## src/rtl/int_regfile_pkg.sv

```systemverilog
// Integer register file shared types and default geometry,
// common to the write port and its multi-cycle clients.
package int_regfile_pkg;

    localparam int DATA_WIDTH  = 32;
    localparam int NUM_REGS    = 32;
    localparam int NUM_CLIENTS = 2;
    localparam int SEL_WIDTH   = $clog2(NUM_REGS);

    typedef logic [SEL_WIDTH-1:0]  reg_sel_t;
    typedef logic [DATA_WIDTH-1:0] reg_data_t;

endpackage

```

## src/rtl/int_regfile_wr_port_rr_arbiter.sv

```systemverilog
// Round-robin arbiter; search starts one past the last grant,
// which only advances when enabled and something was granted.
module rr_arbiter #(
    parameter int n  = 2,
    parameter int iw = (n > 1) ? $clog2(n) : 1
) (
    input  logic          clk,
    input  logic          rst,
    input  logic [n-1:0]  req,
    input  logic          enable,
    output logic [n-1:0]  grant,
    output logic [iw-1:0] grant_idx
);

    typedef logic [iw-1:0] idx_t;

    idx_t last_grant;
    logic found;

    always_comb begin
        grant     = '0;
        grant_idx = '0;
        found     = 1'b0;
        for (int k = 1; k <= n; k++) begin
            if (!found && req[(int'(last_grant) + k) % n]) begin
                found     = 1'b1;
                grant_idx = idx_t'((int'(last_grant) + k) % n);
            end
        end
        if (found) begin
            grant[grant_idx] = 1'b1;
        end
    end

    always_ff @(posedge clk or posedge rst) begin
        if (rst) begin
            last_grant <= idx_t'(n - 1);
        end else if (enable && found) begin
            last_grant <= grant_idx;
        end
    end

endmodule

```

## src/rtl/int_regfile_wr_port.sv

```systemverilog
// Integer register file with a priority core write-back port,
// round-robin handshaking writers and two combinational reads.
module int_regfile_wr_port
    import int_regfile_pkg::*;
#(
    parameter int data_width    = DATA_WIDTH,
    parameter int num_regs      = NUM_REGS,
    parameter int num_clients   = NUM_CLIENTS,
    parameter int reg_sel_width = $clog2(num_regs)
) (
    input  logic                                 clk,
    input  logic                                 rst,
    input  logic                                 core_wr_en,
    input  logic [reg_sel_width-1:0]             core_wr_sel,
    input  logic [data_width-1:0]                core_wr_data,
    input  logic [num_clients-1:0]               rf_wr_req,
    input  logic [num_clients*reg_sel_width-1:0] rf_wr_sel,
    input  logic [num_clients*data_width-1:0]    rf_wr_data,
    output logic [num_clients-1:0]               rf_wr_ack,
    input  logic [reg_sel_width-1:0]             rd_sel_a,
    input  logic [reg_sel_width-1:0]             rd_sel_b,
    output logic [data_width-1:0]                rd_data_a,
    output logic [data_width-1:0]                rd_data_b
);

    localparam int iw = (num_clients > 1) ? $clog2(num_clients) : 1;

    logic [num_clients-1:0]   eligible;
    logic [num_clients-1:0]   grant;
    logic [num_clients-1:0]   grant_eff;
    logic [iw-1:0]            grant_idx;
    logic                     wr_en;
    logic [reg_sel_width-1:0] wr_sel;
    logic [data_width-1:0]    wr_data;
    logic [data_width-1:0]    regs [num_regs];

    // A client still seeing its ack is presenting the write just served.
    assign eligible = rf_wr_req & ~rf_wr_ack;

    rr_arbiter #(
        .n (num_clients)
    ) u_arb (
        .clk       (clk),
        .rst       (rst),
        .req       (eligible),
        .enable    (~core_wr_en),
        .grant     (grant),
        .grant_idx (grant_idx)
    );

    assign grant_eff = core_wr_en ? '0 : grant;

    always_comb begin
        wr_en   = 1'b0;
        wr_sel  = '0;
        wr_data = '0;
        if (core_wr_en) begin
            wr_en   = 1'b1;
            wr_sel  = core_wr_sel;
            wr_data = core_wr_data;
        end else if (|grant) begin
            wr_en   = 1'b1;
            wr_sel  = rf_wr_sel[int'(grant_idx)*reg_sel_width +: reg_sel_width];
            wr_data = rf_wr_data[int'(grant_idx)*data_width +: data_width];
        end
    end

    always_ff @(posedge clk or posedge rst) begin
        if (rst) begin
            rf_wr_ack <= '0;
        end else begin
            rf_wr_ack <= grant_eff;
        end
    end

    // Entry 0 is cleared by reset and never written, so it reads zero.
    always_ff @(posedge clk or posedge rst) begin
        if (rst) begin
            for (int i = 0; i < num_regs; i++) begin
                regs[i] <= '0;
            end
        end else if (wr_en && (wr_sel != '0)) begin
            regs[wr_sel] <= wr_data;
        end
    end

    assign rd_data_a = regs[rd_sel_a];
    assign rd_data_b = regs[rd_sel_b];

    assert_known: assert property (
        @(posedge clk) disable iff (rst)
        !$isunknown({rf_wr_req, core_wr_en})
    );

endmodule
```

## config.mk

```make
export PLATFORM = sky130hd
export DESIGN_NAME = int_regfile_wr_port
export DESIGN_NICKNAME = d
export VERILOG_FILES = /design/src/rtl/int_regfile_pkg.sv /design/src/rtl/int_regfile_wr_port_rr_arbiter.sv /design/src/rtl/int_regfile_wr_port.sv
export SDC_FILE = /design/constraint.sdc
export NUM_CORES = 2
export LEC_CHECK = 0
export CAP_MARGIN = 10
export CORE_ASPECT_RATIO = 1.1
export CORE_MARGIN = 5
export CORE_UTILIZATION = 62
export DETAILED_ROUTE_END_ITERATION = 8
export HOLD_SLACK_MARGIN = 0.03
export MAX_ROUTING_LAYER = met4
export PLACE_DENSITY = 0.79
export SYNTH_ARGS = -nofsm -noshare
export SYNTH_HDL_FRONTEND = slang
export SYNTH_HIERARCHICAL = 1
export SYNTH_SLANG_ARGS = --single-unit
```

## constraint.sdc

```tcl
create_clock -name clk -period 38.5 [get_ports clk]
set_input_delay 5.775 -clock clk [delete_from_list [all_inputs] [get_ports clk]]
set_output_delay 5.775 -clock clk [all_outputs]
set_load 0.02 [all_outputs]
```

# == Word level (Yosys, flattened, before mapping) ==
# Index checks and enable logic that the tools add are counted.
# op_classes
mux,29
order_cmp,8
addsub,2
n_shift,2
n_reduce_logical,8
n_bitwise,8
n_eq_ne,0
div_mod_pow,0
n_mul,1
# op_table
op,count
$bwmux W1024,1
$bmux W32 S5,2
$mux W32,7
$demux W32 S5,1
$shiftx A64 B7 Y32,1
$ge A6 B6 Y1 const B,3
$not A5 Y6,3
$mux W1,13
$mux W5,2
$shiftx A10 B5 Y5,1
$lt A2 B3 Y1 const B,2
$lt A6 B1 Y1 const B,1
$logic_and A1 B1 Y1,5
$reduce_bool A5 Y1,1
$mul A1 B3 Y4 const B,1
$mux W2,2
$add A1 B1 Y1 const B,2
$and A1 B1 Y1 const A,2
$and A2 B2 Y2,1
$lt A1 B2 Y1 const B,1
$not A2 Y2,1
$reduce_or A2 Y1,1
$demux W1 S1,1
$ge A1 B1 Y1 const B,1
2 further kinds,2
# totals
out_inout_bits,66
regBits,1027
memories,0
in_bits,126
ramBits,0
latchBits,0
romBits,0
elab_cells,92

# == Longest topological paths before layout ==
# depth
depth_word,23
mapped_depth,11
depth_no_buf,7

# == Hierarchy ==
# Netlist, hierarchy kept.
# by_module_without_submodules
mod,cells_per_inst,seq_area_each_um2,n_inst,area_each_um2
int_regfile_wr_port,3285,25674.6,1,54916.4
rr_arbiter,8,26.3,1,67.6

# == Worst setup path after synthesis ==
# OpenSTA, ideal clock, no wires.
# synth_timing
kind,input port to output port
start,input port rd_sel_a[0]
end,output port rd_data_a[21]
n_path_buf,4
arrival_ns,7.839
required_time_ns,32.725
path_stages,7
setup_slack_ns,24.886
cell_sequence,clkbuf_1 -> clkbuf_1 -> buf_2 -> buf_1 -> mux4_2 -> mux4_2 -> mux2_2
# synth_via
elab_chain_cells,4
# synth_rtl
element,line_no,text
"start, declared",int_regfile_wr_port.sv:20,"input logic [reg_sel_width-1:0] rd_sel_a,"
$not A5 Y6 (not written as such),int_regfile_wr_port.sv:87,assign rd_data_a = regs[rd_sel_a];
$bmux W32 S5,int_regfile_wr_port.sv:87,
$mux W32 (not written as such) (2 in a row),int_regfile_wr_port.sv:87,
"end, declared",int_regfile_wr_port.sv:22,"output logic [data_width-1:0] rd_data_a,"
# Every way passes these cells. The select of a mux whose other input is x is not followed.

# == Worst setup path after layout ==
# layout_timing
start,input port rd_sel_a[0]
end,output port rd_data_a[11]
# The elaborated chain is that of the path after synthesis.

==> run metrics <==
Max stage delay cell, worst path buf_4; Hold Fails Final Rpt 0; PostCTS Resize Cnt 0; clock period minus worst slack 16.14 ns; Core Region approximately 88000 um^2; CTS tree yes; Required @ worst endpoint approximately 33 ns; Pins Over Slew Limit 0; combinational family with the most area after synthesis multiplexers; width of the die between 200 and 300 um; Sw Pwr between 0.001 and 0.0015 W; Post-CTS Hold Buffers 0; mux cell area share after synthesis just under 50%; Worst R2R Start rf_wr_ack[1]$_DFF_PP0_; syn_nets 3419; CTS Buffer Depth 3; DR WL/cell 33.73 um; I/O pin count between 150 and 200; via count 32970; gpl congestion about 0.8; total of max-cap violations 0; type of origin of the critical path primary input; Max IR drop VDD around 0.046 mV; fin crit share a little over two fifths; Clock transition at path regs around 0.060 ns; worst setup path category in -> out; post-synth top area share a little under half; gr usage total around a third; Port Buffer Count 191; CP bufs+invs 4; die height 322.3 um; Post-CTS Repair Setup Buffers 0; Worst Setup End Kind primary output; Worst-Margin Slew between 1 and 1.5 ns; DR iter-0 viols between 3000 and 4000; Comb pwr share a little under 30%; reg2reg setup slack 33.28 ns; # setup viols final 0; CTS sink count roughly 1000; vias in the first global route 36000; beginning of the worst hold path regs[1000]$_DFFE_PP0P_; #FFs+latches synth between 1000 and 1500; Layout area overhead 11.78%; Root Driver clkbuf_16; post-synthesis xor/xnor area fraction 0%; final wirelength ~150 mm; Worst slew margin between 20% and 30%; Worst-Skew Late Latency 0.67 ns; final instance area 61460 um^2; Syn Std Cell Area ~55000 um^2; Syn Area/Cell about 17 um^2; cell accounting for the most synthesized area dfrtp_1; Layout fillers around 5400; Hold Crit Class reg -> reg; RR Endpoint regs[833]$_DFFE_PP0P_; DRT antenna net count 0; First-pass DRT Iterations 5; CTS buffer count 104; fin nets approximately 3400; Peak Freq between 60 and 70 MHz; Initial Util between 60% and 70%; antenna violations before repair 1; row count approximately 110; PwrDens about 67 nW/um^2; Placed Area 57480 um^2; CTS HTree Levels 3; RSZ-0062 raised after global routing no; Clock Skews 0.01512 ns; sequential share of the synthesized area between 40% and 50%; top cells by area, synth dfrtp_1, mux4_2, mux2_2; setup tns final 0 ns; Synth Instances 3293; CP max stage delay roughly 0.88 ns; hold path endpoint regs[1000]$_DFFE_PP0P_; clock share of power 27.9%; library cells used by synthesis 36; crit-path max FO 73; GR Overflow Total 0; Int Power 0.002952 W; Reg power frac 43.0%; Min-Delay Path Depth 0; Synth Area in Adders 0%; Sw Share ~28%; top cell family by delay on the critical path buffers and inverters; Total Power between 0.004 and 0.005 W; DR DRC count 0; first-pass GRT wire length 232.9 mm; CP Cell Sequence buf_8, buf_4, buf_4, mux4_2, mux4_2, mux2_2, clkdlybuf4s50_1; status complete, no violations; YS warnings 6; compound-cell area share of the yosys netlist less than 1%; Lkg Pwr ~26 nW; full die area between 90000 and 100000 um^2; Post-Synth Simple-Gate Area less than 1%; Worst R2R Path Depth 9; crit path DAT 10.37 ns; vias per cell about 7.2; largest net degree at the start of global routing just under 200; Final HPWL DP 83.33 mm; layout cells sized above 1 between 50% and 60%
how the worst max path moves through the flow:
| stage | endpoint | depth (start not counted) | start | slack (ns) |
|---|---|---|---|---|
| 2_1_floorplan | regs[0]$_DFFE_PP0P_ | 1 | rst | 3.85 |
| 3_3_place_gp | rd_data_a[31] | 7 | rd_sel_a[0] | 22.29 |
| 3_5_place_dp | rd_data_a[31] | 7 | rd_sel_a[0] | 22.25 |
| 4_1_cts | rd_data_a[11] | 7 | rd_sel_a[0] | 22.25 |
| 5_1_grt | rd_data_a[24] | 7 | rd_sel_a[0] | 21.96 |
| 6_report | rd_data_a[11] | 7 | rd_sel_a[0] | 22.36 |
cell type report:
type / instances / area, um^2 / share of cell area (%)
Tap cell: 1160 / 1451 / 2.361
Clock inverter: 48 / 785.8 / 1.278
Timing Repair Buffer: 286 / 2728 / 4.438
Sequential cell: 1027 / 25700 / 41.82
Inverter: 4 / 22.52 / 0.03664
Clock buffer: 147 / 3120 / 5.077
Multi-Input combinational cell: 1876 / 27650 / 44.99
Antenna cell: 1 / 2.502 / 0.004071
sequential cells by signal (all words and copies together) (netlist names):
signal / cells
regs: 1024
rf_wr_ack: 2
u_arb/last_grant: 1
cell families (layout without fill, tap and decap cells):
family / after synthesis / after routing
AND/OR/NAND/NOR: 94 / 94
buffers and inverters: 390 / 485
other: 0 / 1
AO/OA/AOI/OAI: 49 / 49
flip-flops: 1027 / 1027
multiplexers: 1733 / 1733
synthesized netlist by cell type:
cell type	number
nor3_2	2
a21oi_1	2
o21a_1	3
buf_1	19
buf_6	5
o31ai_1	1
o221a_2	1
inv_1	4
mux2_4	26
or3b_1	1
buf_4	35
or2_2	1
clkbuf_1	195
buf_2	132
nor2_2	7
nand2b_1	1
a21boi_0	2
nand3_1	7
mux2_2	987
nor3_1	7
and2_1	1
a21boi_1	1
mux4_2	640
nor2b_1	4
nor2_1	11
dfrtp_1	1026
mux2i_2	1
nand2_1	51
o21ai_0	32
mux2i_1	36
a31oi_1	1
mux2_1	43
o21ai_1	4
o21bai_1	2
dfstp_2	1
nand2b_4	1
stage by stage:
step | hold WS (ns) | util (%) | setup slack, ns | cells
6_report | 0.3959 | 69.84 | 22.36 | 4549
5_1_grt | 0.4052 | 69.84 | 21.96 | 4549
4_1_cts | 0.3969 | 69.75 | 22.25 | 4544
3_5_place_dp | 0.3836 | 65.31 | 22.25 | 4349
3_3_place_gp | 0.3763 | 65.31 | 22.29 | 4349
2_1_floorplan | 0.4413 | - | 3.852 | 3293
power by group through the flow:
stage	Sequential, W	Clock [W]	Combinational (W)
3_3_place_gp	0.00171	0	0.00114
3_5_place_dp	0.00176	0	0.00118
2_1_floorplan	0.00167	0	0.000939
5_1_grt	0.00180	0.00120	0.00126
4_1_cts	0.00175	0.00115	0.00119
6_report	0.00176	0.00114	0.00119
layout by cell type (no fill, tap or decap), types with 2 or more instances in the layout:
| cell type | count |
|---|---|
| a21oi_1 | 2 |
| buf_12 | 4 |
| buf_2 | 3 |
| buf_4 | 87 |
| buf_6 | 4 |
| buf_8 | 7 |
| bufinv_16 | 21 |
| clkbuf_1 | 13 |
| clkbuf_16 | 109 |
| clkbuf_8 | 25 |
| clkdlybuf4s50_1 | 180 |
| clkinv_2 | 21 |
| clkinv_4 | 2 |
| clkinvlp_4 | 2 |
| dfrtp_1 | 1026 |
| inv_1 | 3 |
| inv_6 | 2 |
| mux2_1 | 43 |
| mux2_2 | 987 |
| mux2_4 | 26 |
| mux2i_1 | 36 |
| mux4_2 | 640 |
| nand2_1 | 36 |
| nand2_2 | 15 |
| nand3_1 | 7 |
| nor2_1 | 4 |
| nor2_4 | 14 |
| nor2b_1 | 4 |
| nor3_1 | 7 |
| nor3_2 | 2 |
| o21a_1 | 3 |
| o21ai_1 | 32 |
| o21ai_2 | 4 |
layer usage:
metal	vias to the layer above	wire, um	track usage, %
li1	12910	-	-
met1	18020	58600	45.91
met2	1667	75100	52.80
met3	381	13360	6.411
met4	0	6367	12.49
met5	-	0	-
(Power assumes the default switching activity.)
